### src/rtl/cond_unit.sv
// cond_unit: ARM-style condition check with flag register and IT-style predicated blocks.
// Gated controls are combinational or registered depending on REG_OUT.
module cond_unit #(
   parameter int MAX_BLOCK = 4,
   parameter bit REG_OUT   = 1'b0
) (
   input  logic                             clk,
   input  logic                             reset,
   input  logic                             InstrValid,
   input  logic                             Stall,
   input  logic                             Flush,
   input  logic [3:0]                       Cond,
   input  logic [3:0]                       ALUFlags,
   input  logic [1:0]                       FlagW,
   input  logic                             PCS,
   input  logic                             RegW,
   input  logic                             MemW,
   input  logic                             NoWrite,
   input  logic                             ItStart,
   input  logic [3:0]                       ItCond,
   input  logic [3:0]                       ItLen,
   input  logic [MAX_BLOCK-1:0]             ItPat,
   output logic                             PCSrc,
   output logic                             RegWrite,
   output logic                             MemWrite,
   output logic                             CondEx,
   output logic [3:0]                       Flags,
   output logic                             ItActive,
   output logic [$clog2(MAX_BLOCK+1)-1:0]   ItRemain
);
   localparam int RW = $clog2(MAX_BLOCK+1);
   localparam logic [3:0] MB4 = 4'(MAX_BLOCK);
   typedef enum logic {IDLE, ACTIVE} state_t;
   state_t               state_q, state_d;
   logic [3:0]           flags_q, flags_d, itc_q, itc_d, eff_cond;
   logic [MAX_BLOCK-1:0] pat_q, pat_d;
   logic [RW-1:0]        rem_q, rem_d;
   logic                 accept, ce, gate, pcsrc_c, regw_c, memw_c;

   // Odd codes are the complement of the even code below them.
   function automatic logic cond_pass(input logic [3:0] c, input logic [3:0] f);
      logic n, z, cf, v, base;
      {n, z, cf, v} = f;
      base = 1'b1;
      case (c[3:1])
         3'd0: base = z;
         3'd1: base = cf;
         3'd2: base = n;
         3'd3: base = v;
         3'd4: base = cf & ~z;
         3'd5: base = n == v;
         3'd6: base = ~z & (n == v);
         default: base = 1'b1;
      endcase
      return base ^ c[0];
   endfunction

   always_comb begin
      accept   = InstrValid & ~Stall;
      eff_cond = (state_q == ACTIVE) ? {itc_q[3:1], itc_q[0] ^ pat_q[0]} : Cond;
      ce       = InstrValid & (ItStart | cond_pass(eff_cond, flags_q));
      gate     = ce & ~ItStart;
      pcsrc_c  = PCS & gate;
      regw_c   = RegW & gate & ~NoWrite;
      memw_c   = MemW & gate;
   end

   always_comb begin
      state_d = state_q;
      flags_d = flags_q;
      itc_d   = itc_q;
      pat_d   = pat_q;
      rem_d   = rem_q;
      if (Flush) begin
         state_d = IDLE;
         pat_d   = '0;
         rem_d   = '0;
      end else if (accept) begin
         if (gate && FlagW[1]) flags_d[3:2] = ALUFlags[3:2];
         if (gate && FlagW[0]) flags_d[1:0] = ALUFlags[1:0];
         if (state_q == IDLE) begin
            if (ItStart && ItLen != 4'd0) begin
               state_d = ACTIVE;
               itc_d   = ItCond;
               pat_d   = ItPat;
               rem_d   = RW'(ItLen > MB4 ? MB4 : ItLen);
            end
         end else if (pcsrc_c || rem_q == RW'(1)) begin
            state_d = IDLE;
            pat_d   = '0;
            rem_d   = '0;
         end else begin
            pat_d = pat_q >> 1;
            rem_d = rem_q - 1'b1;
         end
      end
   end

   always_ff @(posedge clk or posedge reset) begin
      if (reset) begin
         state_q <= IDLE;
         flags_q <= '0;
         itc_q   <= '0;
         pat_q   <= '0;
         rem_q   <= '0;
      end else begin
         state_q <= state_d;
         flags_q <= flags_d;
         itc_q   <= itc_d;
         pat_q   <= pat_d;
         rem_q   <= rem_d;
      end
   end

   assign Flags    = flags_q;
   assign ItActive = state_q == ACTIVE;
   assign ItRemain = rem_q;

   generate
      if (REG_OUT) begin : g_reg
         logic [3:0] out_q, out_d;
         assign out_d = {pcsrc_c, regw_c, memw_c, ce};
         always_ff @(posedge clk or posedge reset) begin
            if (reset) out_q <= '0;
            else if (Flush) out_q <= '0;
            else if (!Stall) out_q <= out_d;
         end
         assign {PCSrc, RegWrite, MemWrite, CondEx} = out_q;
      end else begin : g_comb
         assign {PCSrc, RegWrite, MemWrite, CondEx} = {pcsrc_c, regw_c, memw_c, ce};
      end
   endgenerate
endmodule

### config.mk
export PLATFORM = sky130hd
export DESIGN_NAME = cond_unit
export DESIGN_NICKNAME = d
export VERILOG_FILES = /design/src/rtl/cond_unit.sv
export SDC_FILE = /design/constraint.sdc
export NUM_CORES = 1
export LEC_CHECK = 0
export CAP_MARGIN = 5
export CORE_ASPECT_RATIO = 1.25
export CORE_UTILIZATION = 43
export DETAILED_ROUTE_END_ITERATION = 6
export GPL_TIMING_DRIVEN = 0
export PLACE_DENSITY = 0.77
export SYNTH_ARGS = -nofsm -noshare
export SYNTH_HDL_FRONTEND = slang
export SYNTH_SLANG_ARGS = --single-unit
export TNS_END_PERCENT = 20
### constraint.sdc
create_clock -name clk -period 2.3 [get_ports clk]
set_input_delay 0.46 -clock clk [delete_from_list [all_inputs] [get_ports clk]]
set_output_delay 0.46 -clock clk [all_outputs]
set_load 0.02 [all_outputs]
After elaboration in Yosys (flattened, before gate mapping)
Cells that the tools add are included.

cells by class
  add/subtract/negate cells = 1
  $lt $le $gt $ge = 1
  bitwise operators = 18
  muxes and demuxes = 18
  $mul = 0
  shift-type cells = 0
  equality and inequality tests = 8
  reduce and logical (&&, ||, !) cells = 12
  div/mod/pow operators = 0

operators with widths
  kind                                                                             count
  3-bit two-way mux                                                                7
  4-bit two-way mux                                                                5
  1-bit AND                                                                        9
  3-bit == test, second input constant                                             3
  1-bit one-hot mux with 7 select lines                                            1
  3-bit by 1-bit == test with 1-bit output, second input constant                  2
  3-bit by 2-bit == test with 1-bit output, second input constant                  2
  1-bit NOT                                                                        6
  3-bit AND reduction                                                              2
  1-bit two-way mux                                                                5
  4-bit by 3-bit greater-than comparator with 1-bit output, second input constant  1
  4-bit AND reduction                                                              1
  4-bit nonzero test                                                               1
  1-bit logical AND                                                                3
  3-bit zero test                                                                  1
  3-bit nonzero test                                                               1
  3-bit by 1-bit subtractor with 3-bit output, second input constant               1
  2-bit AND reduction                                                              1
  2-bit nonzero test                                                               1
  1-bit bitwise XOR                                                                2
  1-bit == test                                                                    1
  1-bit logical OR                                                                 1
  1-bit OR                                                                         1

storage, ports and cells
  register bits after elaboration = 16
  logic and storage cells = 64
  bits of input ports = 32
  output and inout port bits = 12
  ROM bits = 0
  memories = 0
  latch bits = 0
  memory bits (writable) = 0

Logic depth before layout (Yosys ltp)
Gate-level depths: netlist (run 1).

  word-level depth = 14
  mapped depth = 8
  gate-level depth less buffers = 7

Worst setup path before layout (run 1)
Ideal clock, no wire load.

  kind = flip-flop to output port
  from = register state_q (netlist: ItActive)
  to = output port RegWrite
  cell stages (with the launch flop) = 9
  required time = 1840 ps
  path buffers = 1
  setup slack = -150 ps
  arrival = 1990 ps
  path through = dfrtp_1 -> buf_6 -> inv_1 -> nor3_1 -> a2111oi_1 -> a211o_2 -> nor2_4 -> xnor2_1 -> and4b_1

between the ends
  cells in the longest elaborated chain, start to end = 9
  elaborated cells between the ends (all ways) = 15
  classes of those cells = eq/ne (6); mux (2); bitwise (6); reduce/logical (1)

RTL lines
  element                                      RTL line  text
  start, declared                              34        state_t state_q, state_d;
  start signal, assigned                       107       state_q <= state_d;
  4-bit two-way mux *                          60        eff_cond = (state_q == ACTIVE) ? {itc_q[3:1], itc_q[0] ^ pat_q[0]} : Cond;
  3-bit == test, or another cell as far along  45        case (c[3:1])
  1-bit one-hot mux with 7 select lines        45
  1-bit bitwise XOR *                          55        return base ^ c[0];
  1-bit OR *                                   61        ce = InstrValid & (ItStart | cond_pass(eff_cond, flags_q));
  1-bit AND *                                  61
  1-bit AND *                                  62        gate = ce & ~ItStart;
  1-bit AND * (2 in series)                    64        regw_c = RegW & gate & ~NoWrite;
  end, declared                                24        output logic RegWrite,

Mark *: on every way between the ends. The rest lies on a longest branch, timed or not.

Final worst setup path (run 1)
Ends and elaborated chain as after synthesis.

==> metrics, run 1 <==
outcome=finished with violations; violations in the final reports=negative setup slack; placed inst area=1640 µm²; f_max=367 MHz; Worst Path Arrival=2260 ps; clock transition time at the flip-flop clock pins of the worst setup and hold paths=100 ps; startpoint kind of the worst setup timing path=flip-flop; cell type with the highest occurrence count on the critical path=sky130_fd_sc_hd__buf_6; fill count=185; largest net degree at the start of global routing=17; buffering stage count on the worst path with inverters included=2; share of layout cells above drive strength 1=25.1%; total number of vias=1185; Die Footprint=2900 µm²; via count of the first global-routing pass=1152; Routability Congestion=0.818; required arrival time at the worst endpoint=1840 ps; Cells on Worst Hold Path=2; actual slew at the worst max-slew pin=648 ps; Antenna Nets Post-Route=0; Starting DRT DRC Count=42; cell family with the largest share of critical-path delay=simple AND/OR/NAND/NOR gates; area share of the leading cell type in the synthesized netlist=34.7%; post-route setup slack=-425 ps; Min Clock Period, post-route=2720 ps; Seq. cell area=403 µm²; first-pass iteration count of the detailed router=4; largest incremental delay on the critical path=440 ps; area of all placed cells without fillers=1770 µm²; Post-route DRC=0; clock tree from TritonCTS=done; final core area utilization=71.4%; clock net sink count=16; Cell Area, Synth=1150 µm²; flip-flop and latch count after synthesis=16; Most used DFF post-synth=sky130_fd_sc_hd__dfrtp_1; Post-Route Skew=7.16 ps; cell types with the highest counts after synthesis=sky130_fd_sc_hd__nand2_1, sky130_fd_sc_hd__dfrtp_1, sky130_fd_sc_hd__nor2_1, sky130_fd_sc_hd__a21oi_1, sky130_fd_sc_hd__o21ai_0; classification of the worst-slack hold path=flip-flop to flip-flop; depth of the most critical reg-to-reg path=9; number of stages on the worst setup path=9; I/O pin count=44; area of the core=2480 µm²; number of synthesized flops with an enable pin=0; highest ir drop seen on vdd=0.408 mV; relative max-transition margin=56.6%; first-pass GRT wire length=5080 µm; height of the die=59.9 µm; slowest stage cell, crit path=sky130_fd_sc_hd__dfrtp_2; top post-synthesis cells by area=sky130_fd_sc_hd__dfrtp_1, sky130_fd_sc_hd__mux2_4, sky130_fd_sc_hd__nand2_1; antenna violations before repair=0; Mapped Cells=128; cells traversed along the worst timing path=buf_6 -> nor3_4 -> a21oi_2 -> mux2_4 -> a22oi_4 -> nor2_4 -> xnor2_2 -> and4b_2 -> buf_6; number of buffers inserted by port buffering=43; number of placement rows=20; final number of hold-violating endpoints=0; Maximum Capacitance Violations=0; Pins Over Slew Limit=0; Total GRT Usage=22.8%; library cells used by synthesis=37; vias per cell=5.59; initial cell density of the core=46.6%; net count after synthesis=162; clk buf depth=2; warnings from Yosys=0; RSZ-0062 raised after global routing=true; count of endpoints failing setup in the final report=8; WL/cell=14.9 µm; Horiz. Die Dim=48.3 µm; type of element capturing the critical path=output port; sum of net half-perimeters after detailed placement=2360 µm; post-layout power=1.24 mW; total clock buffers created by CTS=3; cell type with the largest total area after synthesis=sky130_fd_sc_hd__dfrtp_1; total congestion overflow after global routing=0; root buf cell=sky130_fd_sc_hd__clkbuf_4; Total Routed Length=3150 µm; Synth async-reset ratio=100%; Cell Count Post-Placement=204; post-route fraction of the period consumed by the critical path=118%; insertion delay of the later-clocked pin in the worst-skew pair=300 ps; post-route non-filler standard cell count=212; area used by multi-input combinational logic=798 µm²; NumNets Final=214; static power due to leakage=0.749 nW; worst setup path category=flip-flop to output port; sequential cell area fraction in the yosys report=34.7%; Antenna Cells=0; Synth-to-Final Area Change=53.4%; H-tree depth=1; Max FO, Critical Path=5; pwr/cell area=703 nW/µm²; Hold Slack=509 ps; cell with the most instances after synthesis=sky130_fd_sc_hd__nand2_1; synthesized area per cell=9.01 µm²
-- kinds of logic after synthesis --
logic type,count (synthesis),share of synthesized area [%]
and+or+nand+nor,52,22.7
xor gates and xnor gates,3,2.28
DFF,16,34.7
adders and majority gates,2,2.17
buffers and inverters,9,3.69
muxes,15,16.2
AOI/OAI and AO/OA,31,18.3
-- state kept, by name, indices dropped and copies added, names as in the netlist --
name,count
Flags,4
itc_q,4
pat_q,4
ItRemain,3
ItActive,1
-- what timing repair did --
item,CTS,global route
endpoints found under the setup margin,8,13
setup buffers,2,1
gates resized for setup,31,12
pin swaps,8,5
hold buffers,0,0
gates cloned,1,0
-- final cells by class --
class / count / share of cell area, %
plain buffers: 3 / 1.13
well taps: 33 / 2.33
repair buffers: 47 / 25.2
multi-input cells: 103 / 45.1
flip-flops and latches: 16 / 22.8
inverters: 6 / 1.41
clock buffers: 4 / 2.05
-- worst paths after layout --
kind | from | endpoint | slack [ps]
worst max-delay path | ItActive | RegWrite | -420
worst min-delay path | pat_q[3] | pat_q[3] | 510
worst max register to register | ItActive | Flags[3] | -80
worst min register to register | pat_q[3] | pat_q[3] | 510
max in group asynchronous | reset | itc_q[1] | 1320
min in group asynchronous | reset | ItRemain[0] | 530
-- cell usage in the layout, fill, tap and decap left out, drive strengths merged --
| cell type | Yosys | routed |
|---|---|---|
| clkdlybuf4s50 | 0 | 36 |
| o21a | 1 | 1 |
| and2b | 1 | 1 |
| nor2 | 13 | 13 |
| o32a | 1 | 1 |
| and4b | 1 | 1 |
| nand2 | 17 | 17 |
| dfrtp | 16 | 16 |
| mux2i | 4 | 4 |
| nor3 | 6 | 6 |
| nand2b | 2 | 2 |
| xnor2 | 3 | 3 |
| a21o | 1 | 1 |
| o21ai | 9 | 9 |
| nand3b | 1 | 1 |
| and2 | 2 | 2 |
| a21oi | 9 | 9 |
| o41ai | 1 | 1 |
| and3b | 1 | 1 |
| o2111ai | 1 | 1 |
| inv | 6 | 6 |
| mux2 | 11 | 11 |
| a211o | 1 | 1 |
| clkbuf | 0 | 5 |
| nor4b | 1 | 1 |
| nor2b | 2 | 2 |
| ha | 2 | 2 |
| buf | 3 | 11 |
| dlygate4sd2 | 0 | 2 |
| nand3 | 4 | 4 |
| a22oi | 6 | 6 |
| and3 | 1 | 1 |
| a2111oi | 1 | 1 |
-- metal layers --
metal | GRT usage [%] | vias up | share of wire [%]
li1 | - | 559 | -
met1 | 24.5 | 563 | 40
met2 | 45.7 | 51 | 53
met3 | 3.82 | 12 | 4.5
met4 | 7.14 | 0 | 2.4
met5 | 0 | - | 0
-- tightest hold or removal path: stages, from the launching register on --
cell,delay [ps]
sky130_fd_sc_hd__dfrtp_1,360
sky130_fd_sc_hd__nand2_1,50
sky130_fd_sc_hd__o21ai_0,70
-- report_power, final --
| part | internal (mW) | switching, mW |
|---|---|---|
| registers | 0.341 | 0.0815 |
| logic | 0.338 | 0.287 |
| clock network | 0.0966 | 0.0983 |
-- metrics by stage --
stage          worst slack (ps)  TNS, ps
5_1_grt                    -484    -2260
6_report                   -425    -1730
4_1_cts                    -417    -1500
2_1_floorplan              10.8        0
3_3_place_gp              -1080    -6740
3_5_place_dp              -1130    -7320
Power figures use the tool's default switching activity.
==> run 2: changes to the inputs <==
- CAP_MARGIN: 5 -> not set
- PLACE_DENSITY: 0.77 -> 0.79
==> run 2 against run 1 <==
The run still ends with negative setup slack left. Utilization rose by 2.0 points. First-iteration DRC count fell by 14%. Via count increased by 3.4%. Critical endpoint unchanged.
==> metrics, run 2 (synthesized netlist as in run 1, its figures left out) <==
final number of hold-violating endpoints=0 (unchanged); RSZ-0062 raised after global routing=true; root buf cell=sky130_fd_sc_hd__clkbuf_4; via count of the first global-routing pass=1190 (+3.3%); Antenna Nets Post-Route=0 (unchanged); NumNets Final=219 (+2.3%); Pins Over Slew Limit=0 (unchanged); insertion delay of the later-clocked pin in the worst-skew pair=300 ps (about the same); pwr/cell area=699 nW/µm² (-0.53%); worst reg2reg setup slack=40 ps (+120 ps); final core area utilization=73.4% (+2.0 points); Die Footprint=2900 µm² (unchanged); leading cell types in the layout, fill and taps excluded=sky130_fd_sc_hd__clkdlybuf4s50_1, sky130_fd_sc_hd__nand2_1, sky130_fd_sc_hd__dfrtp_1; outcome=finished with violations; classification of the worst-slack hold path=input pin to async pin; share of layout cells above drive strength 1=28.3% (+3.1 points); sum of net half-perimeters after detailed placement=2340 µm (-0.73%); I/O pin count=44 (unchanged); count of endpoints failing setup in the final report=4 (-4); Total Routed Length=3490 µm (+11%); Total GRT Usage=23.2% (+0.38 points); startpoint kind of the worst setup timing path=input pin; Crit Reg-Reg Startpoint=ItActive; relative max-transition margin=55.4% (-1.2 points); area of the core=2480 µm² (unchanged); H-tree depth=1 (unchanged); clock transition time at the flip-flop clock pins of the worst setup and hold paths=110 ps (about the same); Horiz. Die Dim=48.3 µm (unchanged); antenna violations before repair=0 (unchanged); Starting DRT DRC Count=36 (-14%); launch point of the worst path=Cond[2]; depth of the most critical reg-to-reg path=9 (unchanged); capturing instance or port of the critical path=RegWrite; Synth-to-Final Area Change=57.6%; violations in the final reports=negative setup slack; initial cell density of the core=46.6% (unchanged); clock tree from TritonCTS=done; first-pass GRT wire length=5200 µm (+2.4%); highest ir drop seen on vdd=0.449 mV (+10%); clk buf depth=2 (unchanged); commonest non-fill, non-tap cell in the layout=sky130_fd_sc_hd__clkdlybuf4s50_1; static power due to leakage=0.777 nW (+3.7%); number of buffers inserted by port buffering=43 (unchanged); total congestion overflow after global routing=0 (unchanged); post-route fraction of the period consumed by the critical path=115% (-3.1 points); type of element capturing the critical path=output port; Maximum Capacitance Violations=0 (unchanged); Post-route DRC=0 (unchanged); Post-Route Skew=4.15 ps (-3.01 ps); clock net sink count=16 (unchanged); hold_buf cts=0 (unchanged); Min Clock Period, post-route=2650 ps (-71.4 ps); Routability Congestion=0.781 (-4.5%); total clock buffers created by CTS=3 (unchanged); height of the die=59.9 µm (unchanged); largest net degree at the start of global routing=17 (unchanged); Place WS=-1080 ps (+53.0 ps); Hold Slack=540 ps (+31.8 ps); fill count=179 (-3.2%); total number of vias=1225 (+3.4%); required arrival time at the worst endpoint=1840 ps (about the same); Max FO, Critical Path=4 (-1); WL/cell=16.1 µm (+8.1%); Worst Path Arrival=2190 ps (-70 ps); vias per cell=5.65 (+0.99%); number of placement rows=20 (unchanged); actual slew at the worst max-slew pin=666 ps (+18.3 ps); f_max=377 MHz (+2.7%); post-route setup slack=-353 ps (+71.4 ps); first-pass iteration count of the detailed router=4 (unchanged); Antenna Cells=0 (unchanged); reg2reg end=Flags[0]; worst setup path category=input pin to output port
## run 2: final cells by class
class                           instances  area, µm²  share of cell area, %
Timing Repair Buffer                   52        493                   27.1
Inverter                                6       25.0                   1.38
Clock buffer                            4       36.3                   2.00
Sequential cell                        16        403                   22.2
Tap cell                               33       41.3                   2.27
Multi-Input combinational cell        103        800                   44.0
Buffer                                  3       20.0                   1.10
## run 2: worst min path at each step
stage / startpoint / to / slack, ps / cells after the start
global route: pat_q[2] / pat_q[2] / 580 / 2
detailed placement: pat_q[2] / pat_q[2] / 520 / 2
floorplan: reset / Flags[0] / 370 / 1
CTS: pat_q[2] / pat_q[2] / 540 / 2
finish: reset / pat_q[0] / 540 / 2
global placement: pat_q[3] / pat_q[3] / 480 / 2
## run 2: routing by layer
metal  vias up  global-route usage [%]  routed length [µm]
li1        571                       -                   -
met1       597                    25.6                1380
met2        49                    44.3                1880
met3         8                    3.31                 160
met4         0                    10.9                  68
met5         -                       0                   0
## run 2: what timing repair did
action	in CTS	in global routing
cloned	1	0
setup endpoints to repair	9	14
setup buffers	5	3
resized for setup	33	13
pin swaps	7	7
endpoints found under the hold margin	0	0
## run 2: critical path, stage by stage
cell,delay (ps)
sky130_fd_sc_hd__clkdlybuf4s15_1,300
sky130_fd_sc_hd__nand2_1,140
sky130_fd_sc_hd__o21ai_2,240
sky130_fd_sc_hd__nor3_1,80
sky130_fd_sc_hd__a211o_2,350
sky130_fd_sc_hd__nor2_4,120
sky130_fd_sc_hd__xnor2_2,130
sky130_fd_sc_hd__and4b_2,250
sky130_fd_sc_hd__buf_6,110
## run 2: metrics by stage
stage                     instances  setup TNS (ps)  instance area, µm²  power [mW]
final                           217           -1280                1820        1.27
after detailed placement        204           -7490                1640       0.959
after global routing            217           -1890                1820        1.33
after CTS                       214           -1160                1740        1.19
after floorplan                 128               0                1160       0.748
after global placement          204           -6850                1640       0.939
## run 2: power breakdown
part           internal [mW]  total, mW  leakage (nW)  switching [mW]
clock                 0.0965      0.199        0.0210           0.102
sequential             0.341      0.426         0.206          0.0846
combinational          0.352      0.646         0.550           0.295
total                  0.789       1.27         0.777           0.481
==> run 3: changes to the inputs <==
- ABC_AREA: not set -> 1
- REMOVE_ABC_BUFFERS: not set -> 1
==> run 3 against run 2 <==
The run still ends with negative setup slack left. Final cell count rose by 20%. Final area up 1.2%. Clock power is 26% lower. Sequential power fell by 16%. Critical path depth is 6 higher. Via count grew 3.9%. Critical path type is now flip-flop to output port.
==> metrics, run 3 <==
Synth-to-Final Area Change=59.5%; Total Routed Length=3130 µm (-10%); first-pass GRT wire length=4730 µm (-9.0%); sequential cell area fraction in the yosys report=34.7% (unchanged); first-pass iteration count of the detailed router=4 (unchanged); Mapped Cells=173 (+35%); Maximum Capacitance Violations=0 (unchanged); Clk pwr share=16.0% (+0.4 points); share of layout cells above drive strength 1=22.9% (-5.4 points); outcome=finished with violations; clock tree from TritonCTS=done; insertion delay of the later-clocked pin in the worst-skew pair=280 ps (-20 ps); Horiz. Die Dim=48.3 µm (unchanged); warnings from Yosys=0 (unchanged); number of synthesized flops with an enable pin=0 (unchanged); antenna violations before repair=0 (unchanged); library cells used by synthesis=28 (-24%); largest net degree at the start of global routing=17 (unchanged); Most used DFF post-synth=sky130_fd_sc_hd__dfrtp_1; required arrival time at the worst endpoint=1840 ps (about the same); violations in the final reports=negative setup slack; share of total power in combinational logic=44.8% (-6.1 points); RSZ-0062 raised after global routing=true; type of element capturing the critical path=output port; Pins Over Slew Limit=0 (unchanged); clock transition time at the flip-flop clock pins of the worst setup and hold paths=90 ps (-20 ps); leading cell types in the layout, fill and taps excluded=sky130_fd_sc_hd__nand2_1, sky130_fd_sc_hd__clkdlybuf4s50_1, sky130_fd_sc_hd__inv_1; Antenna Cells=0 (unchanged); root buf cell=sky130_fd_sc_hd__clkbuf_4; area of the core=2480 µm² (unchanged); number of buffers inserted by port buffering=43 (unchanged); clk buf depth=2 (unchanged); f_max=393 MHz (+4.4%); Die Footprint=2900 µm² (unchanged); clock net sink count=16 (unchanged); total number of vias=1273 (+3.9%); top post-synthesis cells by area=sky130_fd_sc_hd__dfrtp_1, sky130_fd_sc_hd__nand2_1, sky130_fd_sc_hd__inv_1; post-route fraction of the period consumed by the critical path=111% (-4.8 points); Antenna Nets Post-Route=0 (unchanged); via count of the first global-routing pass=1185 (-0.42%); sequential share of power=39.1% (+5.6 points); NumNets Final=263 (+20%); cell type with the largest total area after synthesis=sky130_fd_sc_hd__dfrtp_1; H-tree depth=1 (unchanged); synthesized area per cell=6.67 µm² (-26%); Worst Path Arrival=2080 ps (-110 ps); cell types with the highest counts after synthesis=sky130_fd_sc_hd__nand2_1, sky130_fd_sc_hd__inv_1, sky130_fd_sc_hd__dfrtp_1, sky130_fd_sc_hd__nand3_1, sky130_fd_sc_hd__nor2_1; highest ir drop seen on vdd=0.353 mV (-21%); fill count=196 (+9.5%); total congestion overflow after global routing=0 (unchanged); commonest non-fill, non-tap cell in the layout=sky130_fd_sc_hd__nand2_1; classification of the worst-slack hold path=flip-flop to flip-flop; area share of the leading cell type in the synthesized netlist=34.7% (unchanged); met1 capacity usage during global routing=20.5% (-5.1 points); Min Clock Period, post-route=2540 ps (-111 ps); static power due to leakage=0.958 nW (+23%); I/O pin count=44 (unchanged); height of the die=59.9 µm (unchanged); post-route setup slack=-242 ps (+111 ps); Post-Route Skew=2.02 ps (-2.13 ps); final number of hold-violating endpoints=0 (unchanged); flip-flop and latch count after synthesis=16 (unchanged); met2 capacity usage during global routing=45.1% (+0.80 points); switch share=36.8% (-1.1 points); Max FO, Critical Path=8 (+4); vias per cell=4.90 (-13%); cell with the most instances after synthesis=sky130_fd_sc_hd__nand2_1; global-route layer with the greatest usage=met2; worst setup path category=flip-flop to output port; count of endpoints failing setup in the final report=4 (unchanged); sum of net half-perimeters after detailed placement=2220 µm (-5.2%); actual slew at the worst max-slew pin=652 ps (-13.9 ps); startpoint kind of the worst setup timing path=flip-flop; grt met3 use=2.29% (-1.0 points); number of placement rows=20 (unchanged); Post-route DRC=0 (unchanged); Synth async-reset ratio=100% (unchanged); internal power=0.579 mW (-27%); net load switching power=0.337 mW (-30%); Total GRT Usage=21.0% (-2.2 points); pwr/cell area=497 nW/µm² (-29%); final core area utilization=74.3% (+0.91 points); Routability Congestion=0.905 (+16%); Hold Slack=497 ps (-43.8 ps); initial cell density of the core=46.6% (unchanged); WL/cell=12.0 µm (-25%); Cell Area, Synth=1150 µm² (unchanged); relative max-transition margin=56.5% (+1.1 points); Starting DRT DRC Count=21 (-42%); total clock buffers created by CTS=3 (unchanged)
## run 3: changes by cell type in the layout (fill, tap and decap cells not counted), sizes merged, moves of 3 or more
cell   previous run  this run
a21oi             9         4
a22oi             6         0
inv               6        31
mux2             11         1
mux2i             4         0
nand2            17        70
nand3             4        14
nor2             13        10
nor3              6         3
## run 3: cells by family (layout without fill, tap and decap cells)
group,Yosys count,in the layout,synth area share (%)
buffers and inverters,35,89,13.0
XOR/XNOR,3,3,2.28
multiplexers,1,1,0.976
adder cells (fa/ha/maj),2,2,2.17
AO/OA/AOI/OAI,16,16,8.13
AND/OR/NAND/NOR,100,100,38.7
flip-flops,16,16,34.7
## run 3: layer usage
| layer | up-vias | share of wire, % |
|---|---|---|
| met1 | 577 | 39 |
| met4 | 0 | 1.2 |
| met2 | 43 | 56 |
| met3 | 6 | 4.0 |
| li1 | 647 | - |
| met5 | - | 0 |
## run 3: critical path, cell delays in order, from the launching register on
cell                       delay [ps]
sky130_fd_sc_hd__dfrtp_2          470
sky130_fd_sc_hd__clkinv_4         130
sky130_fd_sc_hd__nand2_1           80
sky130_fd_sc_hd__nand2_1          110
sky130_fd_sc_hd__nand2_2           60
sky130_fd_sc_hd__nand2_1           60
sky130_fd_sc_hd__nand2_1           60
sky130_fd_sc_hd__nand2_2           60
sky130_fd_sc_hd__nand2_2           50
sky130_fd_sc_hd__nand2_2           90
sky130_fd_sc_hd__nand2_2           50
sky130_fd_sc_hd__nand2_2           80
sky130_fd_sc_hd__nand2_4           60
sky130_fd_sc_hd__buf_4            130
sky130_fd_sc_hd__o21a_1           180
sky130_fd_sc_hd__buf_6            130
## run 3: worst paths after layout
kind / from / end / slack (ps) / cells past startpoint
worst max-delay path: ItActive / CondEx / -240 / 15
worst min-delay path: pat_q[3] / pat_q[3] / 500 / 2
worst max register to register: ItActive / Flags[2] / 260 / 17
worst min register to register: pat_q[3] / pat_q[3] / 500 / 2
max in group asynchronous: reset / ItActive / 1280 / 2
min in group asynchronous: reset / itc_q[3] / 560 / 2
## run 3: cell type report
cell class	count	area, µm²	area share, %
Clock buffer	3	22.5	1.22
Inverter	32	128	6.93
Sequential cell	16	402	21.8
Timing Repair Buffer	54	514	27.9
Multi-Input combinational cell	122	733	39.8
Tap cell	33	41.3	2.24
## run 3: stage by stage
| step | instance area [µm²] | setup WS [ps] | instances | setup TNS, ps | power, mW |
|---|---|---|---|---|---|
| detailed placement | 1600 | -823 | 246 | -2910 | 0.683 |
| global placement | 1600 | -751 | 246 | -2610 | 0.673 |
| floorplan | 1130 | -335 | 170 | -434 | 0.538 |
| finish | 1840 | -242 | 260 | -825 | 0.916 |
| global route | 1840 | -389 | 260 | -1360 | 0.966 |
| CTS | 1690 | -251 | 254 | -589 | 0.847 |
## run 3: power by group through the flow
stage,clock network (mW),registers (mW),logic (mW)
detailed placement,0,0.362,0.320
CTS,0.152,0.355,0.339
global route,0.161,0.362,0.443
finish,0.147,0.358,0.411
global placement,0,0.360,0.313
floorplan,0,0.384,0.153
## run 3: repair_timing
item | 4_1_cts | 5_1_grt
setup endpoints to repair | 8 | 4
gates cloned | 0 | 0
endpoints found under the hold margin | 0 | 0
pin swaps | 7 | 14
buffers inserted | 5 | 6
gates resized for setup | 40 | 26
hold buffers | 0 | 0
